### config.mk
export PLATFORM = sky130hd
export DESIGN_NAME = pc_gen_flat
export DESIGN_NICKNAME = d
export VERILOG_FILES = /design/src/rtl/pc_gen_pkg.sv /design/src/rtl/pc_gen_if.sv /design/src/rtl/pc_gen_prio_arb.sv /design/src/rtl/pc_gen.sv /design/src/flat_wrapper.sv
export SDC_FILE = /design/constraint.sdc
export NUM_CORES = 1
export LEC_CHECK = 0
export ABC_AREA = 1
export CAP_MARGIN = 10
export CORE_ASPECT_RATIO = 1.1
export CORE_MARGIN = 2
export CORE_UTILIZATION = 35
export CTS_CLUSTER_SIZE = 25
export DETAILED_ROUTE_END_ITERATION = 8
export PLACE_DENSITY = 0.76
export SLEW_MARGIN = 25
export SYNTH_ARGS = -nofsm -noshare
export SYNTH_HDL_FRONTEND = slang
export SYNTH_SLANG_ARGS = --single-unit
### constraint.sdc
create_clock -name clk -period 1.62 [get_ports clk]
set_clock_uncertainty 0.1 [all_clocks]
set_input_delay 0.324 -clock clk [delete_from_list [all_inputs] [get_ports clk]]
set_output_delay 0.324 -clock clk [all_outputs]
set_load 0.01 [all_outputs]
### src/rtl/pc_gen_pkg.sv
// Shared types and constants for the program-counter generator.
// FSM state encoding, redirect source indices and default reset vector.
package pc_gen_pkg;

  typedef enum logic [1:0] {
    ST_BOOT = 2'd0,
    ST_RUN  = 2'd1,
    ST_HALT = 2'd2
  } state_e;

  localparam int REDIR_EXC = 0;
  localparam int REDIR_JMP = 1;
  localparam int REDIR_BR  = 2;

  localparam int          DEF_XLEN        = 32;
  localparam int          DEF_NUM_REDIR   = 3;
  localparam int          DEF_INSTR_BYTES = 4;
  localparam logic [31:0] DEF_RESET_VEC   = 32'h0000_0000;

  function automatic logic is_aligned(input logic [1:0] lsb);
    return (lsb == 2'b00);
  endfunction

endpackage

### src/rtl/pc_gen_if.sv
// Redirect and instruction-fetch bundle between pc_gen and its neighbours.
// master = pc_gen side; slave = decode/trap + instruction memory side.
interface pc_gen_if #(
  parameter int XLEN      = 32,
  parameter int NUM_REDIR = 3
);
  logic [NUM_REDIR-1:0]      redir_valid;
  logic [NUM_REDIR*XLEN-1:0] redir_addr;
  logic [NUM_REDIR-1:0]      redir_taken;
  logic                      fetch_valid;
  logic                      fetch_ready;
  logic [XLEN-1:0]           fetch_addr;

  modport master (
    input  redir_valid, redir_addr, fetch_ready,
    output redir_taken, fetch_valid, fetch_addr
  );

  modport slave (
    output redir_valid, redir_addr, fetch_ready,
    input  redir_taken, fetch_valid, fetch_addr
  );
endinterface

### src/rtl/pc_gen_prio_arb.sv
// Fixed-priority arbiter: lowest set request index wins.
// Produces a one-hot grant, the encoded winner index and an any-request flag.
module prio_arb #(
  parameter int N    = 3,
  parameter int IDXW = (N > 1) ? $clog2(N) : 1
) (
  input  logic [N-1:0]    i_req,
  output logic [N-1:0]    o_gnt,
  output logic [IDXW-1:0] o_idx,
  output logic            o_any
);

  // Scan high to low so the last hit (lowest index) is the one that sticks.
  always_comb begin
    o_gnt = '0;
    o_idx = '0;
    o_any = 1'b0;
    for (int i = N - 1; i >= 0; i--) begin
      if (i_req[i]) begin
        o_gnt    = '0;
        o_gnt[i] = 1'b1;
        o_idx    = IDXW'(i);
        o_any    = 1'b1;
      end
    end
  end

endmodule

### src/rtl/pc_gen.sv
// Registered program counter with prioritised redirects, fetch handshake, stall and halt.
// Optional PC_GEN_MISALIGN_CHK_EN rejects redirect targets that are not word aligned.
module pc_gen
  import pc_gen_pkg::*;
#(
  parameter int              XLEN        = DEF_XLEN,
  parameter int              NUM_REDIR   = DEF_NUM_REDIR,
  parameter logic [XLEN-1:0] RESET_VEC   = DEF_RESET_VEC,
  parameter int              INSTR_BYTES = DEF_INSTR_BYTES
) (
  input  logic      clk,
  input  logic      rst_n,
  pc_gen_if.master  bus,
  input  logic      i_stall,
  input  logic      i_halt_req,
  input  logic      i_resume,
  output logic      o_halted
`ifdef PC_GEN_MISALIGN_CHK_EN
  ,
  output logic      o_misalign_err
`endif
);

  localparam int IDXW = (NUM_REDIR > 1) ? $clog2(NUM_REDIR) : 1;

  state_e          r_state, w_state_nxt;
  logic [XLEN-1:0] r_pc, w_pc_nxt;
  logic            r_halt_pend, w_halt_pend_nxt;

  logic [NUM_REDIR-1:0][XLEN-1:0] w_tgt;
  logic [NUM_REDIR-1:0]           w_gnt;
  logic [IDXW-1:0]                w_idx;
  logic                           w_any;
  logic [XLEN-1:0]                w_sel_addr;
  logic                           w_misalign;
  logic                           w_apply;
  logic                           w_fetch_vld;
  logic                           w_fire;

  prio_arb #(.N(NUM_REDIR), .IDXW(IDXW)) u_arb (
    .i_req (bus.redir_valid),
    .o_gnt (w_gnt),
    .o_idx (w_idx),
    .o_any (w_any)
  );

  // Packed view of the flat bus: element i is bits [i*XLEN +: XLEN].
  assign w_tgt      = bus.redir_addr;
  assign w_sel_addr = w_tgt[w_idx];

`ifdef PC_GEN_MISALIGN_CHK_EN
  logic r_misalign_err;
  assign w_misalign     = w_any && !is_aligned(w_sel_addr[1:0]);
  assign o_misalign_err = r_misalign_err;
`else
  assign w_misalign = 1'b0;
`endif

  assign w_apply     = w_any && !w_misalign;
  assign w_fetch_vld = (r_state == ST_RUN) && !i_stall;
  assign w_fire      = w_fetch_vld && bus.fetch_ready;

  assign bus.fetch_valid = w_fetch_vld;
  assign bus.fetch_addr  = r_pc;
  assign bus.redir_taken = w_apply ? w_gnt : '0;
  assign o_halted        = (r_state == ST_HALT);

  always_comb begin
    w_state_nxt     = r_state;
    w_pc_nxt        = r_pc;
    w_halt_pend_nxt = r_halt_pend;

    // A redirect wins over stall and drops any unaccepted fetch.
    if (w_apply)
      w_pc_nxt = w_sel_addr;
    else if (w_fire)
      w_pc_nxt = r_pc + XLEN'(INSTR_BYTES);

    case (r_state)
      ST_BOOT: begin
        w_state_nxt     = ST_RUN;
        w_halt_pend_nxt = 1'b0;
      end
      ST_RUN: begin
        // Halt waits for an outstanding fetch unless a redirect just dropped it.
        if (i_halt_req || r_halt_pend) begin
          if (w_fetch_vld && !bus.fetch_ready && !w_apply) begin
            w_halt_pend_nxt = 1'b1;
          end else begin
            w_state_nxt     = ST_HALT;
            w_halt_pend_nxt = 1'b0;
          end
        end
      end
      ST_HALT: begin
        w_halt_pend_nxt = 1'b0;
        if (i_resume)
          w_state_nxt = ST_RUN;
      end
      default: begin
        w_state_nxt     = ST_BOOT;
        w_halt_pend_nxt = 1'b0;
      end
    endcase
  end

  always_ff @(posedge clk) begin
    if (!rst_n) begin
      r_state     <= ST_BOOT;
      r_pc        <= RESET_VEC;
      r_halt_pend <= 1'b0;
    end else begin
      r_state     <= w_state_nxt;
      r_pc        <= w_pc_nxt;
      r_halt_pend <= w_halt_pend_nxt;
    end
  end

`ifdef PC_GEN_MISALIGN_CHK_EN
  always_ff @(posedge clk) begin
    if (!rst_n)
      r_misalign_err <= 1'b0;
    else
      r_misalign_err <= w_any && w_misalign;
  end
`endif

endmodule

### src/flat_wrapper.sv
// flat-port wrapper written by rule: the top's interface ports become plain ports
module pc_gen_flat import pc_gen_pkg::*;
#(
  parameter int              XLEN        = DEF_XLEN,
  parameter int              NUM_REDIR   = DEF_NUM_REDIR,
  parameter logic [XLEN-1:0] RESET_VEC   = DEF_RESET_VEC,
  parameter int              INSTR_BYTES = DEF_INSTR_BYTES
)
  (clk, rst_n, i_stall, i_halt_req, i_resume, o_halted, bus_redir_valid, bus_redir_addr, bus_fetch_ready, bus_redir_taken, bus_fetch_valid, bus_fetch_addr);
  pc_gen_if #(.XLEN(XLEN), .NUM_REDIR(NUM_REDIR)) bus_i ();
  input  logic clk;
  input  logic rst_n;
  input  logic i_stall;
  input  logic i_halt_req;
  input  logic i_resume;
  output logic o_halted;
  input wire logic [$bits(bus_i.redir_valid)-1:0] bus_redir_valid;
  input wire logic [$bits(bus_i.redir_addr)-1:0] bus_redir_addr;
  input wire logic [$bits(bus_i.fetch_ready)-1:0] bus_fetch_ready;
  output wire logic [$bits(bus_i.redir_taken)-1:0] bus_redir_taken;
  output wire logic [$bits(bus_i.fetch_valid)-1:0] bus_fetch_valid;
  output wire logic [$bits(bus_i.fetch_addr)-1:0] bus_fetch_addr;
  assign bus_i.redir_valid = bus_redir_valid;
  assign bus_i.redir_addr = bus_redir_addr;
  assign bus_i.fetch_ready = bus_fetch_ready;
  assign bus_redir_taken = bus_i.redir_taken;
  assign bus_fetch_valid = bus_i.fetch_valid;
  assign bus_fetch_addr = bus_i.fetch_addr;
  pc_gen #(.XLEN(XLEN), .NUM_REDIR(NUM_REDIR), .RESET_VEC(RESET_VEC), .INSTR_BYTES(INSTR_BYTES)) u_core (.clk(clk), .rst_n(rst_n), .bus(bus_i), .i_stall(i_stall), .i_halt_req(i_halt_req), .i_resume(i_resume), .o_halted(o_halted));
endmodule
After elaboration in Yosys (flattened, before gate mapping)
Index checks and enable logic that the tools add are counted.
W data, S select, Z words.
{ "totals": {"reg_bits": 35, "inputBits": 105, "output_inout_bits": 37, "wordCells": 41} }
{ "classes": {"addsub": 1, "order_cmp": 1, "eq_ne": 5, "mux": 19, "reduce_logical": 12} }
{ "op_table": {"columns": ["cell", "count"], "rows": [
  ["$mux W32", 3],
  ["$bmux W32 S2", 1],
  ["$add A32 B3 Y32 const B", 1],
  ["$mux W2", 6],
  ["$mux W3", 4],
  ["$ne A2 B2 Y1 const B", 3],
  ["$pmux W2 S3", 1],
  ["$logic_and A1 B1 Y1", 4],
  ["$mux W1", 4],
  ["$logic_not A1 Y1", 3],
  ["$lt A2 B3 Y1 const B", 1],
  ["$reduce_and A3 Y1", 1],
  ["$eq A2 B1 Y1 const B", 1],
  ["$eq A2 B2 Y1 const B", 1],
  ["$logic_not A2 Y1", 1],
  ["$reduce_and A2 Y1", 1],
  ["$reduce_bool A2 Y1", 1],
  ["$logic_or A1 B1 Y1", 1]
]} }

Longest topological paths before layout
Gate-level depths: netlist of run 1.
{ "depth": {"word_depth": 8, "mapped_depth": 10, "ltp_nobuf": 9} }

Hierarchy
Synthesis of run 1 repeated with hierarchy kept, for this count alone.
{ "unflattened": {"cells_unflattened": 546, "hier_area_um2": 3164.3} }
{ "by_module_without_submodules": {"columns": ["module", "n_inst", "cells_per_inst", "area_per_inst_um2", "seq_area_each_um2"], "rows": [
  ["pc_gen", 1, 537, 3114.2, 700.7],
  ["prio_arb", 1, 9, 50.0, 0.0]
]} }

Least setup slack after synthesis of run 1
No wires, ideal clock.
{ "synth_timing": {"path_kind": "reg2reg", "startpoint": "register u_core.r_pc[3] (netlist: u_core.bus.fetch_addr[3])", "endpoint": "register u_core.r_pc[18] (netlist: u_core.bus.fetch_addr[18])", "setup_time_ns": 0.066, "t_arrival_ns": 1.388, "required_ns": 1.454, "path_slack_ns": 0.066, "stages_incl_launch_ff": 10, "path_buffers": 0, "synth_period_minus_slack_ns": 1.554, "path_cell_list": "dfxtp_1 -> ha_1 -> nand2_2 -> nor2_8 -> nand2_8 -> nor2_8 -> nor2_1 -> nor2_2 -> nand2_1 -> a21oi_2"} }
{ "synth_between": {"elab_chain_len": 3} }
{ "synth_rtl": {"columns": ["item", "line_no", "source"], "rows": [
  ["start, declared", "pc_gen.sv:27", "logic [XLEN-1:0] r_pc, w_pc_nxt;"],
  ["start signal, assigned", "pc_gen.sv:114", "r_pc <= w_pc_nxt;"],
  ["$add A32 B3 Y32", "pc_gen.sv:77", "w_pc_nxt = r_pc + XLEN'(INSTR_BYTES);"],
  ["$mux W32", "pc_gen.sv:76", "else if (w_fire)"],
  ["$mux W32", "pc_gen.sv:74", "if (w_apply)"]
]} }
Every way passes these cells. The select of a mux whose other input is x is not followed.
A chain may end at the register's enable or synchronous reset.

Final worst setup path of run 1
{ "layout_timing": {"startpoint": "input i_stall", "endpoint": "output bus_fetch_valid"} }
{ "layout_between": {"elab_chain_len": 2} }
{ "layout_rtl": {"columns": ["item", "line_no", "source"], "rows": [
  ["start, declared", "flat_wrapper.sv:13", "input logic i_stall;"],
  ["$logic_not A1 Y1", "pc_gen.sv:60", "assign w_fetch_vld = (r_state == ST_RUN) && !i_stall;"],
  ["$logic_and A1 B1 Y1", "pc_gen.sv:60", null],
  ["end, declared", "flat_wrapper.sv:21", "output wire logic [$bits(bus_i.fetch_valid)-1:0] bus_fetch_valid;"]
]} }
Every way passes these cells.

==> results of run 1 <==
[per-layer routing]
layer  up-vias  wire (µm)  GRT usage (%)
met1      1922       4591          26.21
met4         0        298          6.108
met2       152       6060          42.35
li1       2119          -              -
met3        21        715          3.782
met5         -          0              0
[layout by cell type, fill, tap and decap left out, types with 2 or more instances in the layout]
cell,count
nor2_4,8
nor2_2,9
buf_6,2
dfxtp_1,8
nand4_1,2
dlymetal6s2s_1,2
dlygate4sd2_1,35
buf_16,2
nor3_1,4
inv_2,9
nand2_1,136
nor2_8,3
nor2_1,81
o211ai_1,8
o21ai_0,37
buf_12,9
o31ai_1,2
bufbuf_16,2
nand2_4,3
a21oi_1,50
nand2_2,9
o21ai_1,4
clkbuf_1,2
a31oi_1,2
inv_1,33
a21oi_2,7
nand3_1,63
dfxtp_2,27
o21bai_1,7
clkbuf_8,5
buf_4,23
and2_1,2
clkdlybuf4s50_1,101
[power by group]
part	switching, µW	internal, µW
Sequential	114	954
Combinational	444	556
Clock	338	302
[stage by stage]
| step | utilization (%) | instance area, µm² | power, µW | TNS (ns) |
|---|---|---|---|---|
| 3_5_place_dp | 54.99 | 4855 | 2061 | -14.61 |
| 6_report | 58.74 | 5186 | 2708 | 0 |
| 2_1_floorplan | - | 3157 | 1476 | 0 |
| 4_1_cts | 57.87 | 5109 | 2683 | 0 |
| 5_1_grt | 58.74 | 5186 | 2845 | -0.2125 |
| 3_3_place_gp | 54.99 | 4855 | 2040 | -13.14 |
[layout make-up]
cell class	count	area, µm²	area share, %
clock buffer	7	76.32	1.472
tap	114	142.6	2.750
timing repair buffer	179	1864	35.95
multi-input combinational	443	2206	42.53
clock inverter	1	5.005	0.09650
sequential	35	734.5	14.16
inverter	42	157.7	3.040
[logic make-up (layout without fill, tap and decap cells)]
| logic type | Yosys count | count (layout) |
|---|---|---|
| and+or+nand+nor | 324 | 324 |
| DFF | 35 | 35 |
| adders and majority gates | 1 | 1 |
| AOI/OAI and AO/OA | 117 | 117 |
| buffers and inverters | 69 | 229 |
| xor gates and xnor gates | 1 | 1 |
[timing repair]
item                                    in CTS  in global routing
setup buffers                                3                  4
endpoints found under the setup margin      65                 23
hold endpoints to repair                     0                  0
gates cloned                                 4                  0
gates resized for setup                     72                 22
pin swaps                                    4                 12
hold buffers                                 0                  0
[state kept, by name, indices dropped and copies added (netlist names)]
name / count
u_core.r_state: 2
u_core.bus.fetch_addr: 32
u_core.r_halt_pend: 1
[final timing paths]
check	end	slack, ns
min	u_core.r_state[1]	0.44
max	bus_fetch_valid	0.05
max reg2reg	u_core.bus.fetch_addr[24]	0.09
min reg2reg	u_core.r_state[1]	0.44
[worst min-delay path: stages (launching register included)]
cell     delay, ns
dfxtp_1       0.32
inv_2         0.05
nand2_1       0.07
a21oi_1       0.05
==> results.md, run 1 <==
* Final Net Count at between 800 and 900
* Placed cell count at 802
* Placement Setup Slack at -0.4990 ns
* DP Wirelength at 8.440 mm
* Synth top area cells: dfxtp_1 22%, nand2_1 16%, nor2_1 10%
* Final setup margin at 0.04941 ns
* Fmax at 636.7 MHz
* Adder-Cell Fraction of Synth Area at 0.3964%
* Synth Area in Compound Gates at between 20 and 25%
* Register area share after synthesis at 22.20%
* Ports at 142
* Synth Instances at 547
* Reg2reg start: u_core.bus.fetch_addr[15]
* Starting density of the core at 35.76%
* Final period util at a little under 100%
* Grt ovf at 0
* Die Width at approximately 95 µm
* PortBufs at roughly 140
* Critical path origin: i_stall
* GRT Total Usage at ~23%
* Fin. max-slew vios at 0
* First-pass GRT wire length at about 18 mm
* Initial antenna violation count at 0
* DR vias at about 4200
* Yosys reg bits at 35
* Clock Latency Late Sink at roughly 0.30 ns
* Slew at the pin closest to its max-slew limit at 0.2914 ns
* # diodes at 0
* Post-route ant nets at 0
* Critical path's top delay family: buffers and inverters
* Starting DRC count in detailed routing at 252
* Final WL at ~12 mm
* Detailed-route wire length per cell at 14.21 µm
* Vias in the first global route at 3929
* Hold Violations, Final at 0
* Critical path type: input pin to output port
* Slowest Stage Delay on Critical Path at 0.44 ns
* Root buffer cell: clkbuf_8
* Area Overhead vs Synth at 64.29%
* Cell with the largest stage delay on the worst path: clkdlybuf4s50_1
* Syn nets at 653
* Die area at a little under 10000 µm²
* Yosys top cell area share at 22.20%
* Slew HR at 80.41%
* Number of cells on the critical path at 3
* Hold WC Path Type: flip-flop to flip-flop
* Most frequent cell after synthesis: nand2_1
* Rows at 36
* Warnings from Yosys at 0
* R2R cell count at 8
* RSZ-0062 raised after global routing: true
* Synth cell types at 33
* Post-synth EDFFs at 0
* Critical path, cell by cell: clkdlybuf4s50_1 > nor2_4 > clkdlybuf4s15_1
* Endpoints failing setup at 0
* Peak VDD IR at about 0.34 mV
* Post-synthesis mux area share at 0%
* Finished Layout Cells at 821
* Top post-synthesis cells by count: 136 x nand2_1, 88 x nor2_1, 63 x nand3_1, 51 x a21oi_1, 37 x o21ai_0
* DR vias/cell at 5.133
* WP data required at around 1.2 ns
* Top_reg_cell synth: dfxtp_1
* Placer Congestion at ~0.85
* XOR/XNOR Fraction of Synth Area at less than 1%
* Syn_area_per_cell at 5.771 µm²
* PD cells at roughly 520 nW/µm²
* H-tree levels at 2
* Crit-path max FO at 3
* Core Area at 8828 µm²
* Worst hold path cell count at 3
* Clk sinks at 35
* Max-cap viol count at 0
* Share of cells above drive strength 1 at 17.54%
* CP Capture Type: output port
* Hold_sp: u_core.r_state[1]
* Clock Tree Buf Depth at 2
* Post-Synth Simple-Gate Area at a little under half
* Clk slew on worst S/H paths at 0.07 ns
* Drt drc at 0
* Leading area contributor after synthesis: dfxtp_1
* Synthesized cell area at about 3200 µm²
* CP Launch Type: input pin
* Fin crit period at around 1.6 ns
* FILL cells at ~840
* Largest net degree at the start of global routing at 34
* Asr flop ratio synth at 0%
* Clock buffer count from CTS at 5
* Detailed Routing Iterations Pass 1 at 4
* Pleak at 0.002285 µW
* CTS tree: yes
* Outcome: complete, no violations
* Critical path arrival at roughly 1.2 ns
* Crit path buffers/inverters at 2
* Die Ht at 103.6 µm
* Largest family of logic cells by synthesized area: simple AND/OR/NAND/NOR gates
* Worst Hold Slack at 0.4383 ns
Power figures use the tool's default switching activity.
==> inputs of run 2 (changes only) <==
Settings changed: CORE_MARGIN 2 to 5.
==> results.md, run 2 (synthesized netlist as in run 1, its figures left out) <==
* Clock buffer count from CTS at 5 (unchanged)
* Critical path, cell by cell: ha_4 > nand2_4 > nor2_8 > nand2_8 > nor2_4 > nand2_1 > nand2_1 > nand3_1 > a21oi_1
* Slew HR at 80.64% (+0.23 points)
* GRT Total Usage at 21.24% (-1.5 points)
* WP data required at 1.75 ns (+0.55 ns)
* Most used cell, CP: nand2_1
* Drt drc at 0 (unchanged)
* Grt ovf at 0 (unchanged)
* H-tree levels at 2 (unchanged)
* Detailed Routing Iterations Pass 1 at 4 (unchanged)
* DR vias/cell at 5.105 (-0.54%)
* Met3 wire len at 755 µm (+5.6%)
* Clk slew on worst S/H paths at 0.07 ns (about the same)
* Clock Latency Late Sink at 0.30 ns (about the same)
* Crit-path max FO at 6 (+3)
* Final Net Count at 810 (-0.25%)
* Pleak at 0.002266 µW (-0.82%)
* Largest net degree at the start of global routing at 34 (unchanged)
* Placer Congestion at 0.8431 (-1.3%)
* CTS tree: yes
* Commonest non-fill, non-tap cells in the layout: 135 x nand2_1, 102 x clkdlybuf4s50_1, 80 x nor2_1
* Clk sinks at 35 (unchanged)
* FILL cells at 886 (+6.0%)
* Hold WC Path Type: flip-flop to flip-flop
* Fmax at 642.9 MHz (+0.98%)
* Met2 WL post-DR at 6.169 mm (+1.8%)
* First-pass GRT wire length at 18.82 mm (+4.6%)
* Top layer in use: met4
* Core Area at 8828 µm² (unchanged)
* Register area at 733.2 µm² (-0.17%)
* Most common cell after layout, fill and taps aside: nand2_1
* Detailed-route wire length per cell at 14.52 µm (+2.2%)
* Hold Violations, Final at 0 (unchanged)
* Slowest Stage Delay on Critical Path at 0.36 ns (-0.08 ns)
* Peak VDD IR at 0.2887 mV (-15%)
* Total power draw at 2721 µW (+0.45%)
* Final period util at 96.01% (-0.94 points)
* Max-cap viol count at 0 (unchanged)
* Starting DRC count in detailed routing at 189 (-25%)
* Post-route ant nets at 0 (unchanged)
* CP Launch Type: flip-flop
* Die Ht at 109.6 µm (+5.8%)
* Fin crit period at 1.555 ns (-0.01524 ns)
* # diodes at 0 (unchanged)
* PD cells at 527.9 nW/µm² (+1.1%)
* Ports at 142 (unchanged)
* Routed met1 length at 4.724 mm (+2.9%)
* Vias in the first global route at 4018 (+2.3%)
* CP Capture Type: flip-flop
* Slew at the pin closest to its max-slew limit at 0.2903 ns (-0.001011 ns)
* Rows at 36 (unchanged)
* Root buffer cell: clkbuf_8
* DP Wirelength at 9.072 mm (+7.5%)
* Fin. max-slew vios at 0 (unchanged)
* Starting density of the core at 35.76% (unchanged)
* Initial antenna violation count at 0 (unchanged)
* Clock Tree Buf Depth at 2 (unchanged)
* Share of cells above drive strength 1 at 18.18% (+0.64 points)
* Largest register FFs at 32 (unchanged)
* Critical path arrival at 1.68 ns (+0.53 ns)
* DR vias at 4176 (-0.90%)
* Multi-input gate area at 2236 µm² (+1.4%)
* Outcome: complete, no violations
* Endpoints failing setup at 0 (unchanged)
* Critical path type: flip-flop to flip-flop
* Final WL at 11.88 mm (+1.8%)
* Cell with the largest stage delay on the worst path: dfxtp_2
* PortBufs at 141 (unchanged)
* Die Width at 100.6 µm (+6.3%)
* Final Util at 58.38% (-0.37 points)
* Area Overhead vs Synth at 63.26%
* Die area at 11020 µm² (+13%)
==> run 2: layout make-up <==
type | count | area share [%]
Sequential cell | 35 | 14.23
Clock buffer | 6 | 1.602
Inverter | 42 | 3.108
Multi-Input combinational cell | 443 | 43.38
Timing Repair Buffer | 177 | 34.81
Clock inverter | 1 | 0.09711
Tap cell | 114 | 2.768
==> run 2: through the flow <==
stage               instance area (µm²)  setup TNS [ns]  hold slack [ns]  instances  setup slack, ns
floorplan                          3157               0           0.3973        547          0.06613
global placement                   4825          -11.73           0.4077        803          -0.4610
detailed placement                 4825          -12.88           0.4300        803          -0.4612
CTS                                5077               0           0.4394        816         0.003746
global route                       5154       -0.005507           0.4545        818        -0.005507
finish                             5154               0           0.4376        818          0.06465
==> run 2: path summary, 6_finish.rpt <==
kind                            start                   endpoint  slack (ns)  cells past startpoint
max          u_core.bus.fetch_addr[3]  u_core.bus.fetch_addr[20]        0.06                      9
min                u_core.r_halt_pend         u_core.r_halt_pend        0.44                      2
min reg2reg        u_core.r_halt_pend         u_core.r_halt_pend        0.44                      2
max reg2reg  u_core.bus.fetch_addr[3]  u_core.bus.fetch_addr[20]        0.06                      9
==> run 2: timing repair <==
item,in CTS,in global routing
cloned,4,0
endpoints found under the hold margin,0,0
buffers inserted,2,2
pin swaps,6,9
hold buffers,0,0
gates resized for setup,73,26
endpoints found under the setup margin,62,19
==> run 2: per-layer routing <==
| layer | track usage [%] | up-vias |
|---|---|---|
| met2 | 39.30 | 131 |
| met3 | 4.949 | 21 |
| met4 | 5.390 | 0 |
| met1 | 24.41 | 1915 |
| met5 | 0.9615 | - |
| li1 | - | 2109 |
==> run 2: worst max-delay path, delay by kind of cell, from the launching register on <==
kind,cells,cell delay [ns]
compound gates,1,0.14
flops,1,0.36
simple gates,7,0.72
fa+ha+maj,1,0.16
==> run 2: where the power goes <==
part           total (µW)  switching (µW)  internal [µW]
logic                 988             442            546
clock network         666             332            334
registers            1070             113            953
==> inputs of run 3 (changes only) <==
Settings changed: SKIP_LAST_GASP set to 1.
==> results.md, run 3 (synthesized netlist as in run 1, its figures left out) <==
* Clock buffer count from CTS at 5 (unchanged)
* Placer Congestion at 0.8431 (unchanged)
* Share of cells above drive strength 1 at 17.90% (-0.28 points)
* GR Util met2 at 39.30% (unchanged)
* Clk sinks at 35 (unchanged)
* Fin. max-slew vios at 0 (unchanged)
* Final Net Count at 810 (unchanged)
* Reg2reg start: u_core.bus.fetch_addr[3]
* Outcome: complete, no violations
* Critical path's top delay family: simple AND/OR/NAND/NOR gates
* GR peak layer: met2
* CP Launch Type: flip-flop
* Met3 Use GR at 4.949% (unchanged)
* Register area at 732.0 µm² (-0.17%)
* FILL cells at 885 (-0.11%)
* Starting DRC count in detailed routing at 181 (-4.2%)
* Most common cell after layout, fill and taps aside: nand2_1
* Met1 Use GR at 24.41% (unchanged)
* Slowest Stage Delay on Critical Path at 0.36 ns (about the same)
* Largest net degree at the start of global routing at 34 (unchanged)
* DR vias/cell at 5.084 (-0.41%)
* Detailed-route wire length per cell at 14.56 µm (+0.31%)
* Multi-input gate area at 2233 µm² (-0.11%)
* Die area at 11020 µm² (unchanged)
* CP Capture Type: flip-flop
* Max-cap viol count at 0 (unchanged)
* Final period util at 96.06% (about the same)
* Grt ovf at 0 (unchanged)
* Slew at the pin closest to its max-slew limit at 0.2927 ns (+0.002327 ns)
* Slew HR at 80.49% (-0.16 points)
* CTS tree: yes
* Fmax at 642.6 MHz (about the same)
* Die Width at 100.6 µm (unchanged)
* Hold WC Path Type: flip-flop to flip-flop
* Hold_sp: u_core.r_halt_pend
* Commonest non-fill, non-tap cells in the layout: 136 x nand2_1, 102 x clkdlybuf4s50_1, 80 x nor2_1
* Crit path buffers/inverters at 0 (unchanged)
* H-tree levels at 2 (unchanged)
* Critical path arrival at 1.68 ns (about the same)
* CTS Hold Bufs at 0 (unchanged)
* Cell with the largest stage delay on the worst path: dfxtp_2
* R2R cell count at 9 (unchanged)
* Clock Latency Late Sink at 0.30 ns (about the same)
* WP data required at 1.75 ns (about the same)
* Pleak at 0.002265 µW (about the same)
* Ports at 142 (unchanged)
* Area Overhead vs Synth at 63.14% (about the same)
* Fin crit period at 1.556 ns (+0.0008975 ns)
* R2r endpoint: u_core.bus.fetch_addr[20]
* Worst hold path cell count at 2 (unchanged)
* # diodes at 0 (unchanged)
* PortBufs at 141 (unchanged)
* Largest register FFs at 32 (unchanged)
* Clk slew on worst S/H paths at 0.07 ns (about the same)
* Crit-path max FO at 6 (unchanged)
* Peak VDD IR at 0.2882 mV (-0.16%)
* Root buffer cell: clkbuf_8
* Flop2flop setup slack at 0.06 ns (about the same)
* Critical path, cell by cell: ha_4 > nand2_4 > nor2_8 > nand2_8 > nor2_4 > nand2_1 > nand2_1 > nand3_1 > a21oi_1
* First-pass GRT wire length at 18.82 mm (unchanged)
* Endpoints failing setup at 0 (unchanged)
* Starting density of the core at 35.76% (unchanged)
* GRT Total Usage at 21.24% (unchanged)
* Hold Violations, Final at 0 (unchanged)
* DP Wirelength at 9.072 mm (unchanged)
* Most used cell, CP: nand2_1
* Die Ht at 109.6 µm (unchanged)
* Worst Hold Slack at 0.4377 ns (+0.00005800 ns)
* Final WL at 11.91 mm (+0.31%)
* Worst min-delay path endpoint: u_core.r_halt_pend
* Core Area at 8828 µm² (unchanged)
* Post-route ant nets at 0 (unchanged)
* DR vias at 4159 (-0.41%)
* Initial antenna violation count at 0 (unchanged)
* Detailed Routing Iterations Pass 1 at 4 (unchanged)
* Drt drc at 0 (unchanged)
* Critical path type: flip-flop to flip-flop
* Final Util at 58.33% (about the same)
* Clock Tree Buf Depth at 2 (unchanged)
* PD cells at 528.2 nW/µm² (about the same)
* Vias in the first global route at 4018 (unchanged)
* RSZ-0062 raised after global routing: true
* Rows at 36 (unchanged)
run 3: changes by cell type in the layout (fill, tap and decap cells not counted):
cell and delta:
dfxtp_1 +1, dfxtp_2 -1, nand2_1 +1, nand2_2 -1
run 3: per-stage QoR:
step	power, µW	cells	TNS (ns)	setup WS, ns	instance area [µm²]
2_1_floorplan	1476	547	0	0.06613	3157
3_3_place_gp	2036	803	-11.73	-0.4610	4825
3_5_place_dp	2059	803	-12.88	-0.4612	4825
4_1_cts	2721	816	0	0.003746	5077
5_1_grt	2894	818	-0.01392	-0.007126	5150
6_report	2720	818	0	0.06375	5150
run 3: worst max-delay path by stage:
stage                                    from                   endpoint  slack, ns  cells past startpoint
floorplan            u_core.bus.fetch_addr[3]  u_core.bus.fetch_addr[18]       0.07                      9
global placement           bus_redir_valid[2]         bus_redir_taken[2]      -0.46                      6
detailed placement         bus_redir_valid[2]         bus_redir_taken[2]      -0.46                      6
CTS                                   i_stall            bus_fetch_valid      0.004                      3
global route        u_core.bus.fetch_addr[12]  u_core.bus.fetch_addr[24]     -0.007                      8
finish               u_core.bus.fetch_addr[3]  u_core.bus.fetch_addr[20]       0.06                      9
run 3: final cells by class:
cell class,instances,share of cell area [%]
Multi-Input combinational cell,443,43.37
Clock buffer,6,1.603
Sequential cell,35,14.21
Inverter,42,3.110
Clock inverter,1,0.09718
Tap cell,114,2.770
Timing Repair Buffer,177,34.84
run 3: what timing repair did:
item	CTS	global route
endpoints found under the setup margin	62	19
cloned	4	0
pin swaps	6	9
gates resized for setup	73	24
buffers inserted	2	2
run 3: worst min-delay path, cell delays in order (launching register included):
cell	delay (ns)
dfxtp_1	0.30
nor2_1	0.14
nor3_1	0.06
run 3: routing by layer:
metal  share of wire, %  up-vias  wire length (µm)
li1                   -     2110                 -
met1                 40     1905              4783
met2                 52      125              6161
met3                6.3       19               746
met4                1.9        0               222
met5                  0        -                 0
run 3: power breakdown:
| group | internal [µW] | leakage [µW] | switching, µW |
|---|---|---|---|
| combinational | 546 | 0.00192 | 442 |
| sequential | 953 | 0.000298 | 113 |
| clock | 334 | 0.0000470 | 332 |
| total | 1830 | 0.00226 | 887 |
